<file path="src/rtl/ucsbece154a_dmem_responder_if.sv">
// Request/response bus between a requester and the data-memory responder.
// Both channels use valid/ready: a transfer happens on a rising edge where valid and ready are both 1.
interface ucsbece154a_dmem_responder_if;
  logic        req_valid;
  logic        req_ready;
  logic        req_we;
  logic [31:0] req_addr;
  logic [31:0] req_wdata;
  logic        resp_valid;
  logic        resp_ready;
  logic [31:0] resp_rdata;
  logic        resp_err;

  modport master (
    output req_valid, req_we, req_addr, req_wdata, resp_ready,
    input  req_ready, resp_valid, resp_rdata, resp_err
  );

  modport slave (
    input  req_valid, req_we, req_addr, req_wdata, resp_ready,
    output req_ready, resp_valid, resp_rdata, resp_err
  );
endinterface

</file>
<file path="src/rtl/ucsbece154a_dmem_responder.sv">
// Single-outstanding data-memory responder.
// Accepts one request in IDLE, performs the access LATENCY edges later, and holds the response until it is consumed.
module ucsbece154a_dmem_responder #(
  parameter int WORDS   = 64,
  parameter int LATENCY = 2
) (
  input  logic                           clk,
  input  logic                           reset,
  ucsbece154a_dmem_responder_if.slave    bus,
  output logic [1:0]                     dbg_state_o
);

  localparam int          AW      = $clog2(WORDS);
  localparam logic [3:0]  LAT4    = 4'(LATENCY);
  localparam logic [29:0] WORDS_W = 30'(WORDS);

  typedef enum logic [1:0] {
    IDLE = 2'd0,
    WAIT = 2'd1,
    RESP = 2'd2
  } state_t;

  state_t      state_q;
  logic [3:0]  cnt_q;
  logic        we_q;
  logic [31:0] addr_q;
  logic [31:0] wdata_q;
  logic        req_ready_q;
  logic        resp_valid_q;
  logic [31:0] resp_rdata_q;
  logic        resp_err_q;

  logic [31:0] RAM [0:WORDS-1];

  logic          addr_err;
  logic [AW-1:0] word_idx;
  logic          access;
  logic          ram_we;
  logic [31:0]   resp_rdata_d;

  // Misaligned or past-the-end accesses are answered with an error and never touch RAM.
  always_comb begin
    addr_err     = (addr_q[1:0] != 2'b00) || (addr_q[31:2] >= WORDS_W);
    word_idx     = addr_q[AW+1:2];
    access       = (state_q == WAIT) && (cnt_q == 4'd1);
    ram_we       = access && we_q && !addr_err;
    resp_rdata_d = 32'd0;
    if (!addr_err && !we_q) begin
      resp_rdata_d = RAM[word_idx];
    end
  end

  // RAM has no reset so its contents survive a reset pulse.
  always_ff @(posedge clk) begin
    if (ram_we) begin
      RAM[word_idx] <= wdata_q;
    end
  end

  always_ff @(posedge clk or posedge reset) begin
    if (reset) begin
      state_q      <= IDLE;
      cnt_q        <= 4'd0;
      we_q         <= 1'b0;
      addr_q       <= 32'd0;
      wdata_q      <= 32'd0;
      req_ready_q  <= 1'b1;
      resp_valid_q <= 1'b0;
      resp_rdata_q <= 32'd0;
      resp_err_q   <= 1'b0;
    end else begin
      case (state_q)
        IDLE: begin
          if (bus.req_valid) begin
            we_q        <= bus.req_we;
            addr_q      <= bus.req_addr;
            wdata_q     <= bus.req_wdata;
            cnt_q       <= LAT4;
            req_ready_q <= 1'b0;
            state_q     <= WAIT;
          end
        end
        WAIT: begin
          // The count reaching 1 marks the access edge, so resp_valid rises LATENCY edges after acceptance.
          if (cnt_q == 4'd1) begin
            cnt_q        <= 4'd0;
            resp_valid_q <= 1'b1;
            resp_err_q   <= addr_err;
            resp_rdata_q <= resp_rdata_d;
            state_q      <= RESP;
          end else begin
            cnt_q <= cnt_q - 4'd1;
          end
        end
        RESP: begin
          if (bus.resp_ready) begin
            resp_valid_q <= 1'b0;
            resp_rdata_q <= 32'd0;
            resp_err_q   <= 1'b0;
            req_ready_q  <= 1'b1;
            state_q      <= IDLE;
          end
        end
        default: begin
          cnt_q        <= 4'd0;
          resp_valid_q <= 1'b0;
          resp_rdata_q <= 32'd0;
          resp_err_q   <= 1'b0;
          req_ready_q  <= 1'b1;
          state_q      <= IDLE;
        end
      endcase
    end
  end

  assign bus.req_ready  = req_ready_q;
  assign bus.resp_valid = resp_valid_q;
  assign bus.resp_rdata = resp_rdata_q;
  assign bus.resp_err   = resp_err_q;
  assign dbg_state_o    = state_q;

endmodule

</file>
<file path="src/flat_wrapper.sv">
// flat-port wrapper written by rule: the top's interface ports become plain ports
module ucsbece154a_dmem_responder_flat 
#(
  parameter int WORDS   = 64,
  parameter int LATENCY = 2
)
  (clk, reset, dbg_state_o, bus_req_valid, bus_req_we, bus_req_addr, bus_req_wdata, bus_resp_ready, bus_req_ready, bus_resp_valid, bus_resp_rdata, bus_resp_err);
  ucsbece154a_dmem_responder_if bus_i ();
  input  logic clk;
  input  logic reset;
  output logic [1:0] dbg_state_o;
  input wire logic [$bits(bus_i.req_valid)-1:0] bus_req_valid;
  input wire logic [$bits(bus_i.req_we)-1:0] bus_req_we;
  input wire logic [$bits(bus_i.req_addr)-1:0] bus_req_addr;
  input wire logic [$bits(bus_i.req_wdata)-1:0] bus_req_wdata;
  input wire logic [$bits(bus_i.resp_ready)-1:0] bus_resp_ready;
  output wire logic [$bits(bus_i.req_ready)-1:0] bus_req_ready;
  output wire logic [$bits(bus_i.resp_valid)-1:0] bus_resp_valid;
  output wire logic [$bits(bus_i.resp_rdata)-1:0] bus_resp_rdata;
  output wire logic [$bits(bus_i.resp_err)-1:0] bus_resp_err;
  assign bus_i.req_valid = bus_req_valid;
  assign bus_i.req_we = bus_req_we;
  assign bus_i.req_addr = bus_req_addr;
  assign bus_i.req_wdata = bus_req_wdata;
  assign bus_i.resp_ready = bus_resp_ready;
  assign bus_req_ready = bus_i.req_ready;
  assign bus_resp_valid = bus_i.resp_valid;
  assign bus_resp_rdata = bus_i.resp_rdata;
  assign bus_resp_err = bus_i.resp_err;
  ucsbece154a_dmem_responder #(.WORDS(WORDS), .LATENCY(LATENCY)) u_core (.clk(clk), .reset(reset), .bus(bus_i), .dbg_state_o(dbg_state_o));
endmodule
</file>
<file path="config.mk">
export PLATFORM = sky130hd
export DESIGN_NAME = ucsbece154a_dmem_responder_flat
export DESIGN_NICKNAME = d
export VERILOG_FILES = /design/src/rtl/ucsbece154a_dmem_responder_if.sv /design/src/rtl/ucsbece154a_dmem_responder.sv /design/src/flat_wrapper.sv
export SDC_FILE = /design/constraint.sdc
export NUM_CORES = 2
export LEC_CHECK = 0
export ABC_CLOCK_PERIOD_IN_PS = 3200
export CORE_UTILIZATION = 41
export DETAILED_ROUTE_END_ITERATION = 8
export PLACE_DENSITY = 0.56
export SYNTH_ARGS = -nofsm -noshare
export SYNTH_HDL_FRONTEND = slang
export SYNTH_SLANG_ARGS = --single-unit
</file>
<file path="constraint.sdc">
create_clock -name clk -period 3.2 [get_ports clk]
set_input_delay 0.64 -clock clk [delete_from_list [all_inputs] [get_ports clk]]
set_output_delay 0.64 -clock clk [all_outputs]
set_load 0.02 [all_outputs]
</file>
==> impl_metrics.env <==
export IMPL_cts_htree_levels=4
export IMPL_status="completed"
export IMPL_synth_main_ff_cell="edfxtp_1"
export IMPL_clockRootBuffer="clkbuf_16"
export IMPL_drt_first_iter_violations=6326
export IMPL_min_path_type="input pin to asynchronous set/reset pin"
export IMPL_setup_viol_count_final=0
export IMPL_postPlaceCellArea_mm2=0.0907
export IMPL_postCtsHoldBufs=0
export IMPL_grt_usage_pct=25.8
export IMPL_slew_violations=0
export IMPL_p_leak_nw=31.3
export IMPL_peakVddDrop_v=0.000712
export IMPL_cp_cell_sequence="buf_12, nand2_2, buf_4, o22ai_1, nor2_1, o21ai_1, a2111oi_2, buf_4, a22o_1"
export IMPL_wire_per_inst_um=34.6
export IMPL_core_mm2=0.200
export IMPL_syn_to_final_growth_pct=18.1
export IMPL_syn_inst=4383
export IMPL_maxSlewHeadroom_pct=21.0
export IMPL_viasPerCell=6.11
export IMPL_clk_latency_ns=0.87
export IMPL_worst_path_max_delay_cell="dfrtp_4"
export IMPL_synth_avg_cell_area_um2=18.9
export IMPL_wl_mm=266
export IMPL_yosys_warnings=0
export IMPL_fin_worst_skew_ns=0.0417
export IMPL_fp_dieW_um=452
export IMPL_critPathKind="flop to flop"
export IMPL_clock_path_buffers=3
export IMPL_critPathLaunchType="flop"
export IMPL_start_util_pct=41.4
export IMPL_path_clk_slew_ns=0.06
export IMPL_ant_nets=0
export IMPL_cp_slowest_stage_delay_ns=0.64
export IMPL_syn_area_mm2=0.0829
export IMPL_fp_dieArea_mm2=0.204
export IMPL_finalWorstSetupSlack_ns=0.00508
export IMPL_cp_data_required_time_ns=4.00
export IMPL_ys_seq_area_share_pct=77.4
export IMPL_post_route_cell_area_mm2=0.0978
export IMPL_r2r_cells=9
export IMPL_fillCellCount=16600
export IMPL_drc=0
export IMPL_drtPass1Iterations=5
export IMPL_final_nets=4913
export IMPL_synth_net_count=4454
export IMPL_r2r_slack_ns=0.005
export IMPL_cts_sinks=2154
export IMPL_min_period_over_period_pct=99.8
export IMPL_io_buffer_count=105
export IMPL_synth_edf_count=2048
export IMPL_tightest_slew_ns=1.18
export IMPL_postCtsSetupBuffers=0
export IMPL_cts_tree="done"
export IMPL_hold_viol_final=0
export IMPL_drive_gt1_share_pct=25.0
export IMPL_p_total_mw=91.0
export IMPL_cts_buffers=217
export IMPL_grt_pass1_vias=45300
export IMPL_num_rows=164
export IMPL_io_pins=106
export IMPL_grt_overflow=0
export IMPL_path_max_fanout=31
export IMPL_crit_path_end_kind="flop"
export IMPL_dpl_hpwl_mm=164
export IMPL_gp_congestion=0.865
export IMPL_cellPowerDensity_mw_per_mm2=930
export IMPL_vias=47000
export IMPL_dpl_cell_count=7279
export IMPL_r2r_end="u_core.bus.resp_rdata[28]"
export IMPL_r2r_start="u_core.addr_q[4]"
export IMPL_grt_antenna_before_repair=15
export IMPL_max_freq_mhz=313
export IMPL_maxCapViolations=0
export IMPL_final_cell_count_no_fill=7685
export IMPL_min_period_ns=3.19
export IMPL_grt_max_degree=69
export IMPL_grt_pass1_wl_mm=368
export IMPL_die_h_um=452
export IMPL_cp_data_arrival_time_ns=3.99
export IMPL_async_reset_ff_share_pct=4.92
export IMPL_pre_cts_ws_ns=-0.145
export IMPL_setup_tns_final_ns=0
export IMPL_cpMostUsedCell="buf_4"
export IMPL_ys_ff_latch=2154
export IMPL_ys_types=82
-- how the worst max path moves through the flow --
stage                     startpoint                        end  slack (ns)  cells after the start
floorplan           u_core.addr_q[4]          u_core.RAM[13][0]       -0.26                      9
global placement    u_core.addr_q[3]   u_core.bus.resp_rdata[2]       -0.13                      7
detailed placement  u_core.addr_q[3]   u_core.bus.resp_rdata[2]       -0.15                      7
CTS                 u_core.addr_q[4]   u_core.bus.resp_rdata[2]        0.04                      8
global route        u_core.addr_q[3]  u_core.bus.resp_rdata[14]      -0.005                      9
finish              u_core.addr_q[4]  u_core.bus.resp_rdata[28]       0.005                      9
-- flip-flops by register name, summed over array words and instances, names as in the netlist --
register and cells:
u_core.cnt_q 4, u_core.addr_q 32, u_core.bus.resp_valid 1, u_core.RAM 2048, u_core.bus.resp_err 1, u_core.we_q 1, u_core.dbg_state_o 2, u_core.bus.req_ready 1
u_core.bus.resp_rdata 32, u_core.wdata_q 32
-- routing by layer --
metal  vias up  part of all wire [%]  wire length, µm  track usage (%)
li1      19100                     -                -                -
met1     25000                    41           109000             36.6
met2      2510                    46           123000             40.3
met3       401                   9.0            23800             4.49
met4         8                   3.6             9640             9.07
met5         -                 0.019               50                0
-- layout make-up --
class                   count  area (µm²)  area share [%]
clock buffers             290        5910            6.04
well taps                2656        3320            3.40
inverters                   5        26.3          0.0269
clock inverters           114        1140            1.16
repair buffers            532        5810            5.94
flip-flops and latches   2154       64200            65.6
diodes                      2        5.00         0.00511
multi-input cells        1932       17400            17.8
-- per-stage QoR --
step           hold slack [ns]  util, %
2_1_floorplan            0.481        -
3_3_place_gp             0.476     45.3
3_5_place_dp             0.472     45.3
4_1_cts                  0.203     48.8
5_1_grt                  0.222     48.9
6_report                 0.200     48.9
-- where the power goes --
group | internal, mW | total, mW | switching, mW
logic | 9.61 | 27.1 | 17.5
registers | 35.4 | 38.6 | 3.18
clock network | 14.5 | 25.3 | 10.8
-- placed cells by master (no fill, tap or decap), types with 8 or more instances in the layout --
| cell type | netlist | layout |
|---|---|---|
| clkbuf_1 | 81 | 58 |
| o31ai_1 | 8 | 8 |
| o21ai_0 | 130 | 129 |
| nor3_1 | 17 | 17 |
| buf_12 | 7 | 124 |
| nand2_1 | 122 | 117 |
| edfxtp_1 | 2048 | 2048 |
| mux2i_1 | 222 | 222 |
| a22o_1 | 16 | 16 |
| o22ai_1 | 271 | 271 |
| a2111oi_0 | 9 | 8 |
| a21oi_1 | 136 | 134 |
| clkdlybuf4s50_1 | 0 | 105 |
| nor4_1 | 27 | 25 |
| dfrtp_1 | 105 | 70 |
| nor2b_1 | 27 | 24 |
| clkinv_1 | 0 | 45 |
| buf_4 | 59 | 303 |
| o221ai_1 | 130 | 130 |
| clkbuf_16 | 0 | 222 |
| mux4_2 | 155 | 155 |
| nor2_4 | 0 | 65 |
| a221oi_1 | 21 | 20 |
| a2bb2oi_1 | 12 | 12 |
| a211oi_1 | 35 | 34 |
| mux4_1 | 16 | 16 |
| clkinv_2 | 0 | 32 |
| nor2_1 | 125 | 61 |
| a22oi_1 | 78 | 78 |
| o22a_1 | 9 | 9 |
| dfrtp_2 | 0 | 30 |
| mux2_2 | 227 | 227 |
| bufinv_16 | 0 | 19 |
| a32o_1 | 16 | 16 |
| clkbuf_8 | 1 | 10 |
-- synthesized netlist by cell type, drive strengths merged (17+ instances only) --
library cell	count	area [µm²]
mux2i	222	2220
nor2b	27	169
o22ai	271	1700
a22oi	78	586
mux2	227	2560
mux4	171	3910
nor4	27	169
o221ai	130	1140
buf	209	1520
a21oi	136	681
dfrtp	105	2630
a221oi	24	229
o21ai	135	676
edfxtp	2048	61500
nor2	126	475
a211oi	35	263
nor3	17	85.1
nand2	123	464
clkbuf	83	325
-- critical path, delay by kind of cell, from the launching register on --
kind	cells	cell delay [ns]
buffers and inverters	3	0.89
DFF	1	0.64
AOI/OAI and AO/OA	4	1.02
and+or+nand+nor	2	0.53
-- cell families (layout without fill, tap and decap cells) --
kind of cell             after synthesis  after routing  synth area share [%]
flip-flops                          2154           2154                  77.4
AO/OA/AOI/OAI                        928            928                  7.65
multiplexers                         620            620                  10.5
AND/OR/NAND/NOR                      381            381                  2.14
buffers and inverters                297            941                  2.25
adder cells (fa/ha/maj)                2              2                0.0302
XOR/XNOR                               1              1                0.0106
other                                  0              2                     0
-- what timing repair did --
action | in CTS | in global routing
pin swaps | 0 | 0
gates resized for setup | 6 | 4
setup endpoints to repair | 6 | 3
endpoints found under the hold margin | 0 | 0
No activity file was read; power rests on OpenSTA's default activity.
